[config.mk]
export PLATFORM = sky130hd
export DESIGN_NAME = ps2_key_ctrl
export DESIGN_NICKNAME = d
export VERILOG_FILES = /design/src/rtl/ps2_key_ctrl.sv
export SDC_FILE = /design/constraint.sdc
export NUM_CORES = 1
export LEC_CHECK = 0
export CORE_AREA = 2 2 76 71
export DETAILED_ROUTE_END_ITERATION = 16
export DIE_AREA = 0 0 78 73
export PLACE_DENSITY = 0.74
export RECOVER_POWER = 50
export SYNTH_ARGS = -nofsm -noshare
export SYNTH_HDL_FRONTEND = slang
export SYNTH_SLANG_ARGS = --single-unit
export TNS_END_PERCENT = 20
[constraint.sdc]
create_clock -name clk -period 5.2 [get_ports clk]
set_input_delay 0.78 -clock clk [delete_from_list [all_inputs] [get_ports clk]]
set_output_delay 0.78 -clock clk [all_outputs]
set_load 0.01 [all_outputs]
[src/rtl/ps2_key_ctrl.sv]
// ps2_key_ctrl: oversampled PS/2 receiver with make/break/extended decoding and game-key command pulses
module ps2_key_ctrl #(
    parameter int         TIMEOUT_CYC = 50000,
    parameter logic [7:0] JUMP_CODE   = 8'h29,
    parameter logic [7:0] START_CODE  = 8'h5A,
    parameter logic [7:0] PAUSE_CODE  = 8'h4D
) (
    input  logic       clk,
    input  logic       rst_n,
    input  logic       clk_ps2,
    input  logic       data_ps2,
    output logic [7:0] scan_code,
    output logic       is_break,
    output logic       is_ext,
    output logic       code_valid,
    output logic       jump,
    output logic       start,
    output logic       pause,
    output logic       jump_held,
    output logic       frame_err
);
    localparam int TW = $clog2(TIMEOUT_CYC + 1);
    typedef enum logic [1:0] {R_IDLE, R_DATA, R_PAR, R_STOP} rx_t;
    typedef enum logic [1:0] {D_BASE, D_BRK, D_EXT, D_EXTBRK} dec_t;
    logic [1:0]    r_clk_sync, r_dat_sync;
    logic          r_clk_prev;
    logic          w_s, w_d, w_stop_ok, w_timeout;
    rx_t           r_rx_state, w_rx_next;
    logic [7:0]    r_shift;
    logic [2:0]    r_cnt;
    logic          r_par;
    logic [TW-1:0] r_to_cnt;
    logic          r_byte_rdy, r_frame_err;
    dec_t          r_dec_state, w_dec_next;
    logic          w_evt, w_ext, w_brk;
    logic          r_start_held, r_pause_held;

    assign w_s       = r_clk_prev & ~r_clk_sync[1];
    assign w_d       = r_dat_sync[1];
    assign w_stop_ok = w_d & (^{r_shift, r_par});
    assign w_timeout = (r_rx_state != R_IDLE) && !w_s && (r_to_cnt == TW'(TIMEOUT_CYC));
    assign frame_err = r_frame_err;

    // two-stage synchronizers plus previous clock level for falling-edge detection
    always_ff @(posedge clk or negedge rst_n) begin
        if (!rst_n) begin
            r_clk_sync <= '0;
            r_dat_sync <= '0;
            r_clk_prev <= 1'b0;
        end else begin
            r_clk_sync <= {r_clk_sync[0], clk_ps2};
            r_dat_sync <= {r_dat_sync[0], data_ps2};
            r_clk_prev <= r_clk_sync[1];
        end
    end

    // receiver state, shift register, timeout counter and one-cycle byte/error strobes
    always_ff @(posedge clk or negedge rst_n) begin
        if (!rst_n) begin
            r_rx_state  <= R_IDLE;
            r_shift     <= '0;
            r_cnt       <= '0;
            r_par       <= 1'b0;
            r_to_cnt    <= '0;
            r_byte_rdy  <= 1'b0;
            r_frame_err <= 1'b0;
        end else begin
            r_rx_state  <= w_rx_next;
            r_byte_rdy  <= w_s && r_rx_state == R_STOP && w_stop_ok;
            r_frame_err <= (w_s && r_rx_state == R_STOP && !w_stop_ok) || w_timeout;
            if (w_s || r_rx_state == R_IDLE)
                r_to_cnt <= '0;
            else if (r_to_cnt != TW'(TIMEOUT_CYC))
                r_to_cnt <= r_to_cnt + TW'(1);
            if (w_s && r_rx_state == R_IDLE)
                r_cnt <= '0;
            if (w_s && r_rx_state == R_DATA) begin
                r_shift <= {w_d, r_shift[7:1]};
                r_cnt   <= r_cnt + 3'd1;
            end
            if (w_s && r_rx_state == R_PAR)
                r_par <= w_d;
        end
    end

    // receiver next state: advances on each PS/2 falling edge, timeout aborts to idle
    always_comb begin
        w_rx_next = r_rx_state;
        if (w_timeout)
            w_rx_next = R_IDLE;
        else if (w_s)
            case (r_rx_state)
                R_IDLE:  w_rx_next = w_d ? R_IDLE : R_DATA;
                R_DATA:  w_rx_next = (r_cnt == 3'd7) ? R_PAR : R_DATA;
                R_PAR:   w_rx_next = R_STOP;
                default: w_rx_next = R_IDLE;
            endcase
    end

    // prefix decoder state register
    always_ff @(posedge clk or negedge rst_n) begin
        if (!rst_n) r_dec_state <= D_BASE;
        else        r_dec_state <= w_dec_next;
    end

    // prefix sequencing: E0/F0 only act as prefixes where a prefix is still allowed
    always_comb begin
        w_dec_next = r_dec_state;
        w_evt      = 1'b0;
        w_ext      = 1'b0;
        w_brk      = 1'b0;
        if (r_frame_err)
            w_dec_next = D_BASE;
        else if (r_byte_rdy)
            case (r_dec_state)
                D_BASE: begin
                    w_dec_next = (r_shift == 8'hE0) ? D_EXT : (r_shift == 8'hF0) ? D_BRK : D_BASE;
                    w_evt      = r_shift != 8'hE0 && r_shift != 8'hF0;
                end
                D_EXT: begin
                    w_dec_next = (r_shift == 8'hF0) ? D_EXTBRK : D_BASE;
                    w_evt      = r_shift != 8'hF0;
                    w_ext      = 1'b1;
                end
                D_BRK: begin
                    w_dec_next = D_BASE;
                    w_evt      = 1'b1;
                    w_brk      = 1'b1;
                end
                default: begin
                    w_dec_next = D_BASE;
                    w_evt      = 1'b1;
                    w_ext      = 1'b1;
                    w_brk      = 1'b1;
                end
            endcase
    end

    // event outputs and game-key held flags with fresh-press qualification
    always_ff @(posedge clk or negedge rst_n) begin
        if (!rst_n) begin
            scan_code    <= '0;
            is_break     <= 1'b0;
            is_ext       <= 1'b0;
            code_valid   <= 1'b0;
            jump         <= 1'b0;
            start        <= 1'b0;
            pause        <= 1'b0;
            jump_held    <= 1'b0;
            r_start_held <= 1'b0;
            r_pause_held <= 1'b0;
        end else begin
            code_valid <= w_evt;
            jump       <= 1'b0;
            start      <= 1'b0;
            if (w_evt) begin
                scan_code <= r_shift;
                is_break  <= w_brk;
                is_ext    <= w_ext;
            end
            if (w_evt && !w_ext && r_shift == JUMP_CODE) begin
                jump      <= !w_brk && !jump_held;
                jump_held <= !w_brk;
            end
            if (w_evt && !w_ext && r_shift == START_CODE) begin
                start        <= !w_brk && !r_start_held;
                r_start_held <= !w_brk;
            end
            if (w_evt && !w_ext && r_shift == PAUSE_CODE) begin
                if (!w_brk && !r_pause_held) pause <= !pause;
                r_pause_held <= !w_brk;
            end
        end
    end
endmodule

==> impl_metrics.ini <==
[grt]
grt_pass1_wl_mm = 7.58
globalRouteTotalUtil = 0.172
grt_pass1_vias = 1571
use_met1 = 0.238
grt_remaining_overflow = 0
use_met2 = 0.262
use_met3 = 0.0371
top_usage_layer = met2
antenna_found_initial = 0
grt_max_degree = 57

[die]
fp.dieH_um = 73
core_area_mm2 = 0.00500
die_area_mm2 = 0.00569
rows = 25
initial_core_util = 0.520
die_x_um = 78
ios = 20

[timing]
period_share = 0.393
setup_violations = 0
max_freq_mhz = 489
slew_headroom = 0.237
setup_tns_ns = 0
hold_viol_final = 0
layout_min_cycle_time_ns = 2.05
worst_slew_pin_slew_ns = 1.14
final.setup_skew_ns = 0.0118
slew_violations = 0
rsz0062_at_grt = false
holdWs_ns = 0.356

[synthesis]
syn_inst = 221
ys_seq_area_frac = 0.538
ys.warnings.count = 0
synth_area_leaders = dfrtp_1 (54%), mux2_4 (4.6%), mux2_2 (4.3%)
syn-cell-area_mm2 = 0.00260
synth_cell_types = 46
syn_nets = 229
avgSynthCellArea_um2 = 11.8
synth_top_cell_by_area = dfrtp_1
yosysTopAreaCellShare = 0.538
synth_seq_cells = 56

[route]
totalWireLength_mm = 4.26
drc = 0
ant_nets = 0
drtPass1Iterations = 4
num_vias = 1669
vias_per_cell = 5.44
avgRoutedWirePerCell_um = 13.9
drtIter0Drc = 156

[setup_path]
cpMaxStageDelayCell = clkdlybuf4s50_1
crit_path_end_kind = primary output
cp_top_family = buffers and inverters
rr_startpoint = r_shift[2]$_DFFE_PN0P_
crit_arrival_ns = 1.27
critPathRequiredTime_ns = 4.42
reg2regPathDepth = 4
crit_cells = 1
max_stage_delay_ns = 0.56
critPathLaunch = scan_code[7]$_DFFE_PN0P_
worst_setup_path_start_kind = flip-flop
worstPathMaxFanout = 2
path_class = flip-flop to primary output
critPathBufInv = 1
cp_cell_sequence = clkdlybuf4s50_1

[clocking]
cts_sinks = 56
cts_tree = built
cts_buffers = 5
cts_max_level = 2
cts_buffer_depth = 2
clkTransAtPathRegs_ns = 0.10
postCtsSetupBuffers = 0
clk_latency_ns = 0.32
cts-resized-gates = 0
hold_buffers = 0
cts-root-buf = clkbuf_8

[power]
powerDensity_mw_per_mm2 = 333
ir_worst_vdd_uv = 208
p_leak_nw = 1.32
p_total_uw = 980

[final_layout]
mostFrequentLayoutCells = dfrtp_1 (56), nor2_1 (16), clkdlybuf4s50_1 (16)
mostFrequentLayoutCell = dfrtp_1
area_growth_pct = 13.2
drive_above_1_share = 0.150
n_fill_cell = 405
layoutNonFillerInstCount = 307
utilization = 0.589
final_nets = 247
diodes = 0

[placement]
place.detailed.hpwl_mm = 2.84
place.port_buffers = 19
place_inst = 299
gp_congestion = 0.791

[run]
drv_cap = 0

[min_path]
hp-class = flip-flop to flip-flop
min-delay-start = r_dat_sync[0]$_DFF_PN0_
whs_path_depth = 0

[run_status]
outcome = finished, final reports clean
## final cells by class
class | count | area, µm² | share of cell area
clock inverters | 2 | 35.0 | 0.0119
multi-input cells | 150 | 1140 | 0.385
inverters | 5 | 18.8 | 0.00637
clock buffers | 6 | 72.6 | 0.0246
repair buffers | 21 | 200 | 0.0679
flip-flops and latches | 56 | 1400 | 0.475
well taps | 67 | 83.8 | 0.0284
## final timing paths
check | end | slack [ns]
max | scan_code[7] | 3.15
min | r_dat_sync[1]$_DFF_PN0_ | 0.36
max reg2reg | is_ext$_DFFE_PN0P_ | 3.20
min reg2reg | r_dat_sync[1]$_DFF_PN0_ | 0.36
max in group asynchronous | r_cnt[2]$_DFFE_PN0P_ | 4.16
min in group asynchronous | r_to_cnt[15]$_DFFE_PN0N_ | 0.57
## through the flow
stage                     cell area, µm²  setup WS [ns]
after floorplan                     2600           3.37
after global placement              2840           3.29
after detailed placement            2840           3.21
after CTS                           2950           3.13
after global routing                2950           3.08
final                               2950           3.15
## flip-flops by register name (all words and copies together) (netlist names), 2 cells and up
signal and count:
scan_code 8, r_to_cnt 16, r_shift 8, r_dat_sync 2, r_rx_state 2, r_cnt 3
r_dec_state 2, r_clk_sync 2
## metal layers
layer  up-vias  share of wire
li1        811              -
met2        44           0.44
met3         8          0.038
met5         -              0
met4         0          0.021
met1       806           0.50
## synthesized netlist by cell type, drive strengths merged
| cell type | count |
|---|---|
| dfrtp | 56 |
| mux2 | 18 |
| nor2 | 17 |
| nand2 | 13 |
| o21ai | 12 |
| xor2 | 11 |
| nand3 | 8 |
| clkbuf | 7 |
| a21oi | 6 |
| nand2b | 6 |
| inv | 5 |
| nand4 | 5 |
| ha | 4 |
| nor2b | 4 |
| nor4 | 4 |
| o31ai | 4 |
| xnor2 | 4 |
| and2 | 3 |
| and4 | 3 |
| buf | 3 |
| mux2i | 3 |
| or3 | 3 |
| and3 | 2 |
| nand4b | 2 |
| nand4bb | 2 |
| or3b | 2 |
| or4 | 2 |
| xnor3 | 2 |
| a21o | 1 |
| a22o | 1 |
| nand3b | 1 |
| nor3 | 1 |
| nor3b | 1 |
| o211ai | 1 |
| o21bai | 1 |
| o22a | 1 |
| o41ai | 1 |
| or2 | 1 |
## cell families (layout without fill, tap and decap cells)
kind of cell | Yosys count | after routing | share of synthesized area
compound gates | 28 | 28 | 0.0682
xor+xnor | 17 | 17 | 0.0678
fa+ha+maj | 4 | 4 | 0.0192
buf+inv | 15 | 34 | 0.0255
flops | 56 | 56 | 0.538
mux | 21 | 21 | 0.101
simple gates | 80 | 80 | 0.180
## where the power goes
| part | total [mW] | internal [mW] | leakage [nW] | switching [mW] |
|---|---|---|---|---|
| logic | 0.166 | 0.100 | 0.512 | 0.0661 |
| registers | 0.530 | 0.468 | 0.757 | 0.0618 |
| clock network | 0.284 | 0.143 | 0.0552 | 0.140 |
| total | 0.980 | 0.712 | 1.32 | 0.268 |
Note: power is estimated with default switching activity, not from simulation.
